--- src/rtl/u_imem_port_arbiter_pkg.sv ---
// Shared constants, FSM state encodings and grant-source type for the IMEM
// port arbiter and its round-robin picker.
package u_imem_port_arbiter_pkg;

    // IMEM geometry
    localparam int IMEM_AW       = 8;
    localparam int DATA_W        = 32;

    // Defaults for the arbiter's tunable parameters
    localparam int BURST_MAX_DEF = 4;
    localparam int CNT_W_DEF     = 16;

    // Arbiter FSM states
    localparam logic [1:0] ARB_IDLE = 2'd0;
    localparam logic [1:0] ARB_LDR  = 2'd1;
    localparam logic [1:0] ARB_DBG  = 2'd2;

    // Which halted-mode requester was (or will be) served
    typedef enum logic {
        GNT_LDR = 1'b0,
        GNT_DBG = 1'b1
    } gnt_src_t;

    // The requester that did not win last time
    function automatic gnt_src_t rr_other(input gnt_src_t src);
        return (src == GNT_LDR) ? GNT_DBG : GNT_LDR;
    endfunction

endpackage

--- src/rtl/u_imem_port_arbiter_rr_picker.sv ---
// Two-way round-robin picker between the program loader and debug read-back.
// Holds the last-served requester; on a tie the other one is picked.
module u_imem_rr_picker
    import u_imem_port_arbiter_pkg::*;
(
    input  logic     clk,
    input  logic     rst,
    input  logic     ldr_pend,
    input  logic     dbg_pend,
    input  logic     upd_en,
    input  gnt_src_t upd_src,
    output logic     pick_vld,
    output gnt_src_t pick_src
);

    gnt_src_t last_grant_reg;
    gnt_src_t last_grant_next;

    // Next last-grant value: only changes when the arbiter leaves a service state
    always_comb begin
        last_grant_next = last_grant_reg;
        if (upd_en) begin
            last_grant_next = upd_src;
        end
    end

    // Last-grant flop; reset to debug so the loader wins the first tie
    always_ff @(posedge clk) begin
        if (rst) begin
            last_grant_reg <= GNT_DBG;
        end else begin
            last_grant_reg <= last_grant_next;
        end
    end

    // Pick the sole requester, or alternate on a tie
    always_comb begin
        pick_vld = ldr_pend | dbg_pend;
        pick_src = GNT_LDR;
        if (ldr_pend && dbg_pend) begin
            pick_src = rr_other(last_grant_reg);
        end else if (dbg_pend) begin
            pick_src = GNT_DBG;
        end
    end

endmodule

--- src/rtl/u_imem_port_arbiter.sv ---
// IMEM port arbiter. The IFU owns the port combinationally while the core
// runs; while halted, the program loader (bounded bursts when debug is
// waiting) and debug read-back share the port round-robin through a
// registered grant decision.
module u_imem_port_arbiter
    import u_imem_port_arbiter_pkg::*;
#(
    parameter int BURST_MAX = BURST_MAX_DEF,
    parameter int CNT_W     = CNT_W_DEF
) (
    input  logic               clk,
    input  logic               rst,
    input  logic               core_running,
    input  logic               ifu_req,
    input  logic [IMEM_AW-1:0] ifu_addr,
    output logic               ifu_gnt,
    input  logic               ldr_req,
    input  logic [IMEM_AW-1:0] ldr_addr,
    input  logic [DATA_W-1:0]  ldr_data,
    output logic               ldr_ack,
    input  logic               dbg_req,
    input  logic [IMEM_AW-1:0] dbg_addr,
    output logic               dbg_ack,
    output logic               dbg_rvld,
    output logic [DATA_W-1:0]  dbg_rdata,
    output logic               imem_cen,
    output logic               imem_wen,
    output logic [IMEM_AW-1:0] imem_addr,
    output logic [DATA_W-1:0]  imem_wr_data,
    input  logic [DATA_W-1:0]  imem_rd_data,
    output logic [CNT_W-1:0]   ldr_wr_cnt
);

    localparam int                  BURST_W    = $clog2(BURST_MAX + 1);
    // Count value at which the write being issued is the BURST_MAX-th of the burst
    localparam logic [BURST_W-1:0]  BURST_LAST = BURST_W'(BURST_MAX - 1);
    localparam logic [BURST_W-1:0]  BURST_TOP  = BURST_W'(BURST_MAX);
    localparam logic [CNT_W-1:0]    CNT_SAT    = {CNT_W{1'b1}};

    logic [1:0]         state_reg;
    logic [1:0]         state_next;
    logic [BURST_W-1:0] burst_cnt_reg;
    logic [BURST_W-1:0] burst_cnt_next;
    logic               dbg_rvld_reg;
    logic [DATA_W-1:0]  dbg_rdata_reg;
    logic [CNT_W-1:0]   ldr_wr_cnt_reg;
    logic [IMEM_AW-1:0] addr_hold_reg;
    logic [DATA_W-1:0]  wdata_hold_reg;

    logic               halted;
    logic               ldr_fire;
    logic               dbg_fire;
    logic               rr_upd;
    gnt_src_t           rr_upd_src;
    logic               pick_vld;
    gnt_src_t           pick_src;

    logic               sel_fetch;
    logic               sel_ldr;
    logic               sel_dbg;
    logic               sel_hold;

    // Loader/debug may only use the port while the core is halted and out of reset
    assign halted = ~core_running & ~rst;

    u_imem_rr_picker u_picker (
        .clk      (clk),
        .rst      (rst),
        .ldr_pend (ldr_req),
        .dbg_pend (dbg_req),
        .upd_en   (rr_upd),
        .upd_src  (rr_upd_src),
        .pick_vld (pick_vld),
        .pick_src (pick_src)
    );

    // Arbiter FSM next-state, burst counting and per-cycle issue decisions
    always_comb begin
        state_next     = state_reg;
        burst_cnt_next = burst_cnt_reg;
        ldr_fire       = 1'b0;
        dbg_fire       = 1'b0;
        rr_upd         = 1'b0;
        rr_upd_src     = GNT_LDR;
        case (state_reg)
            ARB_IDLE: begin
                burst_cnt_next = '0;
                if (halted && pick_vld) begin
                    state_next = (pick_src == GNT_LDR) ? ARB_LDR : ARB_DBG;
                end
            end
            ARB_LDR: begin
                if (!halted || !ldr_req) begin
                    // Core resumed or loader finished: give up the port
                    state_next     = ARB_IDLE;
                    burst_cnt_next = '0;
                    rr_upd         = 1'b1;
                    rr_upd_src     = GNT_LDR;
                end else begin
                    ldr_fire = 1'b1;
                    if (burst_cnt_reg != BURST_TOP) begin
                        burst_cnt_next = burst_cnt_reg + 1'b1;
                    end
                    // Burst is only capped when debug is actually waiting
                    if (dbg_req && (burst_cnt_reg >= BURST_LAST)) begin
                        state_next     = ARB_IDLE;
                        burst_cnt_next = '0;
                        rr_upd         = 1'b1;
                        rr_upd_src     = GNT_LDR;
                    end
                end
            end
            ARB_DBG: begin
                state_next = ARB_IDLE;
                if (halted && dbg_req) begin
                    dbg_fire   = 1'b1;
                    rr_upd     = 1'b1;
                    rr_upd_src = GNT_DBG;
                end
            end
            default: begin
                state_next     = ARB_IDLE;
                burst_cnt_next = '0;
            end
        endcase
    end

    // FSM state and burst counter
    always_ff @(posedge clk) begin
        if (rst) begin
            state_reg     <= ARB_IDLE;
            burst_cnt_reg <= '0;
        end else begin
            state_reg     <= state_next;
            burst_cnt_reg <= burst_cnt_next;
        end
    end

    // Debug read-return pipe: valid one cycle after the read, data held afterwards
    always_ff @(posedge clk) begin
        if (rst) begin
            dbg_rvld_reg  <= 1'b0;
            dbg_rdata_reg <= '0;
        end else begin
            dbg_rvld_reg <= dbg_fire;
            if (dbg_rvld_reg) begin
                dbg_rdata_reg <= imem_rd_data;
            end
        end
    end

    // Saturating count of loader writes issued
    always_ff @(posedge clk) begin
        if (rst) begin
            ldr_wr_cnt_reg <= '0;
        end else if (ldr_fire && (ldr_wr_cnt_reg != CNT_SAT)) begin
            ldr_wr_cnt_reg <= ldr_wr_cnt_reg + 1'b1;
        end
    end

    // Last driven address and write data, replayed on idle cycles
    always_ff @(posedge clk) begin
        if (rst) begin
            addr_hold_reg  <= '0;
            wdata_hold_reg <= '0;
        end else begin
            if (imem_cen) begin
                addr_hold_reg <= imem_addr;
            end
            if (ldr_fire) begin
                wdata_hold_reg <= ldr_data;
            end
        end
    end

    // One-hot address source; fetch and loader/debug are exclusive through halted
    assign sel_fetch = ifu_gnt;
    assign sel_ldr   = ldr_fire;
    assign sel_dbg   = dbg_fire;
    assign sel_hold  = ~(sel_fetch | sel_ldr | sel_dbg);

    genvar gi;
    generate
        for (gi = 0; gi < IMEM_AW; gi++) begin : g_addr_mux
            assign imem_addr[gi] = (sel_fetch & ifu_addr[gi])
                                 | (sel_ldr   & ldr_addr[gi])
                                 | (sel_dbg   & dbg_addr[gi])
                                 | (sel_hold  & addr_hold_reg[gi]);
        end
    endgenerate

    assign ifu_gnt      = ifu_req & core_running;
    assign ldr_ack      = ldr_fire;
    assign dbg_ack      = dbg_fire;
    assign imem_cen     = ifu_gnt | ldr_fire | dbg_fire;
    assign imem_wen     = ldr_fire;
    assign imem_wr_data = ldr_fire ? ldr_data : wdata_hold_reg;
    assign dbg_rvld     = dbg_rvld_reg;
    // Live macro output in the return cycle, captured copy afterwards
    assign dbg_rdata    = dbg_rvld_reg ? imem_rd_data : dbg_rdata_reg;
    assign ldr_wr_cnt   = ldr_wr_cnt_reg;

endmodule

--- config.mk ---
export PLATFORM = sky130hd
export DESIGN_NAME = u_imem_port_arbiter
export DESIGN_NICKNAME = d
export VERILOG_FILES = /design/src/rtl/u_imem_port_arbiter_pkg.sv /design/src/rtl/u_imem_port_arbiter_rr_picker.sv /design/src/rtl/u_imem_port_arbiter.sv
export SDC_FILE = /design/constraint.sdc
export NUM_CORES = 1
export LEC_CHECK = 0
export CORE_MARGIN = 5
export CORE_UTILIZATION = 40
export CTS_CLUSTER_SIZE = 24
export DETAILED_ROUTE_END_ITERATION = 6
export PLACE_DENSITY = 0.89
export SKIP_LAST_GASP = 1
export SYNTH_ARGS = -nofsm -noshare
export SYNTH_HDL_FRONTEND = slang
export SYNTH_SLANG_ARGS = --single-unit
--- constraint.sdc ---
create_clock -name clk -period 4.3 [get_ports clk]
set_input_delay 0.86 -clock clk [delete_from_list [all_inputs] [get_ports clk]]
set_output_delay 0.86 -clock clk [all_outputs]
set_load 0.02 [all_outputs]
* Word-level counts from Yosys, hierarchy flattened
Cells that the tools add are included. W data, S select, Z words.
Cells by class: magnitude comparators 1, eq/ne operators 7, div/mod/pow operators 0, bitwise operators 65, reduce and logical (&&, ||, !) cells 11, shifts and indexed selects 0, mux-type cells 21, multiply operators 0, $add $sub $neg 2
Operators by type and width (count):
- $mux W32 | 2
- $and A1 B1 Y1 | 34
- $or A1 B1 Y1 | 27
- $add A16 B1 Y16 const B | 1
- $ne A16 B16 Y1 const B | 1
- $mux W1 | 9
- $mux W3 | 3
- $mux W2 | 4
- $ne A3 B3 Y1 const B | 2
- $pmux W3 S2 | 1
- $logic_and A1 B1 Y1 | 5
- $ne A4 B4 Y1 const B | 1
- $not A1 Y1 | 4
- $pmux W2 S2 | 1
- $reduce_and A2 Y1 | 2
- $add A3 B1 Y3 const B | 1
- $ge A3 B2 Y1 const B | 1
- $eq A2 B1 Y1 const B | 1
- $eq A2 B2 Y1 const B | 1
- $logic_not A1 Y1 | 2
- $logic_not A2 Y1 | 1
- $ne A2 B2 Y1 const B | 1
- $pmux W1 S2 | 1
- $logic_or A1 B1 Y1 | 1
Word-level totals: register bits after elaboration 95, logic and storage cells 115, bits in read-only memories 0, output and inout port bits 94, latch bits 0, RAM bits 0, memories 0

* Logic depth before layout (Yosys ltp)
depth in word-level cells 11, gate-level depth with buffers 8, mapped depth without buffers 7

* By module
A second synthesis with hierarchy kept.
Unflattened totals: cells, all modules 475, area total of the unflattened synthesis 4080.2 sq um
Modules (own cells, without submodules):
- u_imem_port_arbiter | area each 4031.4 sq um, times used 1, sequential area each 1881.8 sq um, cells each 470
- u_imem_rr_picker | area each 48.8 sq um, times used 1, sequential area each 20.0 sq um, cells each 5

* Worst setup path before layout
OpenSTA, ideal clock, no wires.
path kind input -> output, start in core_running, end out imem_wr_data[22], arrival 2054 ps, slack 1386 ps, cell stages on the path 6, data required time 3440 ps, path through nand4bb_1 > buf_2 > inv_2 > buf_1 > nand2_1 > nand2_1
Between the ends: cells in the longest elaborated chain, start to end 7
Ends and longest elaborated chain:
- from (decl) | line u_imem_port_arbiter.sv:13 | input logic core_running,
- $not A1 Y1 | line u_imem_port_arbiter.sv:64 | assign halted = ~core_running & ~rst;
- $and A1 B1 Y1 | line u_imem_port_arbiter.sv:64
- $logic_not A1 Y1 | line u_imem_port_arbiter.sv:93 | if (!halted || !ldr_req) begin
- $logic_or A1 B1 Y1 | line u_imem_port_arbiter.sv:93
- $mux W1 | line u_imem_port_arbiter.sv:93
- $mux W1 | line u_imem_port_arbiter.sv:85 | case (state_reg)
- named net imem_wen | line u_imem_port_arbiter.sv:27 | output logic imem_wen,
- $mux W32
- to (decl) | line u_imem_port_arbiter.sv:29 | output logic [DATA_W-1:0] imem_wr_data,
The timed path passes the listed nets, and every way through them passes these cells.

* Worst setup path after layout
start in core_running, end out imem_addr[7]
Between the ends: cells in the longest elaborated chain, start to end 11, elaborated cells between the ends (all ways) 20
Ends and longest elaborated chain:
- $not A1 Y1 | line u_imem_port_arbiter.sv:64
- $and A1 B1 Y1 | line u_imem_port_arbiter.sv:64
- $logic_not A1 Y1 | line u_imem_port_arbiter.sv:93
- $logic_or A1 B1 Y1 | line u_imem_port_arbiter.sv:93
- $mux W1 | line u_imem_port_arbiter.sv:93
- $mux W1 | line u_imem_port_arbiter.sv:85
- $or A1 B1 Y1 (2 in series) | line u_imem_port_arbiter.sv:180 | assign sel_hold = ~(sel_fetch | sel_ldr | sel_dbg);
- $not A1 Y1 | line u_imem_port_arbiter.sv:180
- $and A1 B1 Y1 | line u_imem_port_arbiter.sv:188 | | (sel_hold & addr_hold_reg[gi]);
- $or A1 B1 Y1 * | line u_imem_port_arbiter.sv:188
- to (decl) | line u_imem_port_arbiter.sv:28 | output logic [IMEM_AW-1:0] imem_addr,
Every way passes the cells marked *; elsewhere a longest branch is shown, timed or not.

==> results.json <==
{
  "status": "completed",
  "r2r-end": "ldr_wr_cnt[12]$_SDFFE_PP0P_",
  "dr.pass1.iters": 5,
  "io_pins": 188,
  "final-setup-viol-count": 0,
  "drt_iter0_drc": 226,
  "core_area_um2": 9820,
  "clockBufferDepth": 2,
  "holdBufCountCts": 0,
  "worstMarginPinSlew_ps": 864,
  "finish.instance_area_um2": 6280,
  "syn_to_final_growth_pct": 54.5,
  "drive_gt1_frac": 0.0962,
  "final.period_utilization": 0.896,
  "arrival_ps": 2990,
  "die-area_um2": 12300,
  "pre_cts_slack_ps": 446,
  "finalHoldViolCount": 0,
  "synth.distinct_cells": 43,
  "hold_ws_ps": 469,
  "grt-ovfl-total": 0,
  "avgRoutedWirePerCell_um": 15.7,
  "ir_drop_mv": 0.177,
  "ys_seq_area_frac": 0.468,
  "max-slew-margin-rel": 0.423,
  "fp.dieW_um": 111,
  "dpl.hpwl_um": 9480,
  "rows": 36,
  "hold_path_class": "reg -> reg",
  "layout_setup_ws_ps": 446,
  "syn_nets": 572,
  "drv_cap": 0,
  "cts_tree": "yes",
  "layout.cells.non_filler": 788,
  "yosys_register_bits": 95,
  "grt_pass1_vias": 4222,
  "nNetsFinal": 751,
  "drc_errors": 0,
  "cts.clk_slew.worst_paths_ps": 90,
  "drt_wl_total_um": 12300,
  "globalplace.congestion": 0.783,
  "fmax_mhz": 259,
  "clock_latency_ps": 360,
  "htree_levels": 3,
  "dpl.cell_count": 772,
  "portBuffers": 187,
  "p_per_area_nw_per_um2": 280,
  "n_antenna_cell": 0,
  "slew_violations": 0,
  "cts_resized": 0,
  "antenna_found_initial": 0,
  "synth_top_area_frac": 0.468,
  "yosys.area.top_type": "dfxtp_1",
  "synth_edf_count": 0,
  "syn-cell-area_um2": 4060,
  "hp-start": "wdata_hold_reg[0]$_SDFF_PP0_",
  "r2r_cells": 7,
  "hold_path_end": "wdata_hold_reg[0]$_SDFF_PP0_",
  "leakagePower_nw": 2.48,
  "async_flop_share": 0,
  "grt_pass1_wl_um": 19900,
  "reg2reg_slack_ps": 2060,
  "cp.required_ps": 3440,
  "root_buffer": "clkbuf_8",
  "worstSetupPathType": "in -> out",
  "vias_per_cell": 5.15,
  "cp-start-kind": "primary input",
  "ant_nets": 0,
  "post-route-min-period_ps": 3850,
  "cts_setup_buffers": 0,
  "synth_flop_cell": "dfxtp_1",
  "fin_worst_skew_ps": 13.5,
  "initial_core_util": 0.414,
  "cts_buffers": 9,
  "die_y_um": 111,
  "grt_util_all_layers": 0.195,
  "cp_max_fo": 46,
  "worstSetupEndpointType": "primary output",
  "r2r-start": "state_reg[1]$_SDFFE_PP0P_",
  "route.vias.total": 4058,
  "cts.sinks": 95,
  "post_synth.cell_area_avg_um2": 8.63,
  "yosys_warnings": 0,
  "synth_area_leaders": "dfxtp_1 (47%), nand2_1 (11%), mux2_2 (9.1%)",
  "setup-tns-final_ps": 0,
  "rsz0062_at_grt": "no",
  "whs_path_depth": 2,
  "grt_max_degree": 47,
  "placed_area_um2": 6070,
  "postSynthCellCount": 471
}
cell families (layout without fill, tap and decap cells):
logic type               count (synthesis)  in the layout  share of synthesized area
flip-flops                              95             95                      0.468
AND/OR/NAND/NOR                        202            202                      0.238
adder cells (fa/ha/maj)                  7              7                     0.0216
multiplexers                            35             35                     0.0964
buffers and inverters                   42            226                     0.0406
AO/OA/AOI/OAI                           90             90                      0.135
layout by cell type, fill, tap and decap left out, drive strengths merged, types with 3 or more instances in the layout:
cell	Yosys	final
mux2	33	33
a22oi	8	8
dfxtp	95	95
o21ai	6	6
nor2	3	3
and2	32	32
buf	12	9
o311ai	3	3
nand4	14	14
o31ai	6	6
nand3	13	13
inv	14	16
nand2	121	121
ha	7	7
clkdlybuf4s50	0	186
a21oi	47	47
a31oi	8	8
or4	5	5
o41ai	4	4
clkbuf	15	11
synthesized netlist by cell type (2+ instances only):
master,count
nor2_1,3
nand4_1,14
dfxtp_1,95
a31oi_1,8
or3_1,2
or4_1,5
and4_1,2
buf_2,2
clkbuf_1,14
buf_1,9
mux2i_1,2
nand2_1,121
nand3_1,13
ha_1,7
inv_2,2
o31ai_1,6
o311ai_0,3
inv_1,12
o21ai_0,6
mux2_2,33
nand4bb_1,2
o41ai_1,4
and2_1,32
nor3_1,2
a21oi_1,47
a22oi_1,8
per-stage QoR:
step	util	power, W
3_5_place_dp	0.618	0.00116
6_report	0.640	0.00176
5_1_grt	0.640	0.00183
4_1_cts	0.640	0.00179
3_3_place_gp	0.618	0.00115
2_1_floorplan	-	0.00101
worst max-delay path, stage by stage:
cell	delay, ps
clkdlybuf4s50_1	520
nand4bb_2	200
buf_4	410
nand4_1	210
nand3_1	140
clkdlybuf4s50_1	620
routing by layer:
layer | up-vias | track usage | part of all wire
li1 | 1991 | - | -
met1 | 1880 | 0.213 | 0.40
met2 | 170 | 0.350 | 0.50
met3 | 17 | 0.0742 | 0.085
met4 | 0 | 0.0550 | 0.018
met5 | - | 0 | 0
power by group:
part	leakage, nW	switching (W)	total (W)	internal [W]
Clock	0.103	0.000312	0.000617	0.000305
Sequential	0.767	0.00000612	0.000899	0.000893
Combinational	1.61	0.000104	0.000243	0.000138
area by class of cell:
class                           instances  area [um2]
Inverter                               15        56.3
Clock buffer                           11         151
Timing Repair Buffer                  195        1940
Fill cell                             870        3540
Sequential cell                        95        1900
Clock inverter                          5        62.6
Tap cell                              133         166
Multi-Input combinational cell        334        2000
worst max-delay path by stage:
stage,start,endpoint,slack (ps)
after floorplan,core_running,imem_wr_data[22],1390
after global placement,core_running,imem_addr[1],520
after detailed placement,core_running,imem_addr[7],450
after CTS,core_running,imem_addr[7],440
after global routing,core_running,imem_addr[0],350
final,core_running,imem_addr[7],450
No activity file was read; power rests on OpenSTA's default activity.
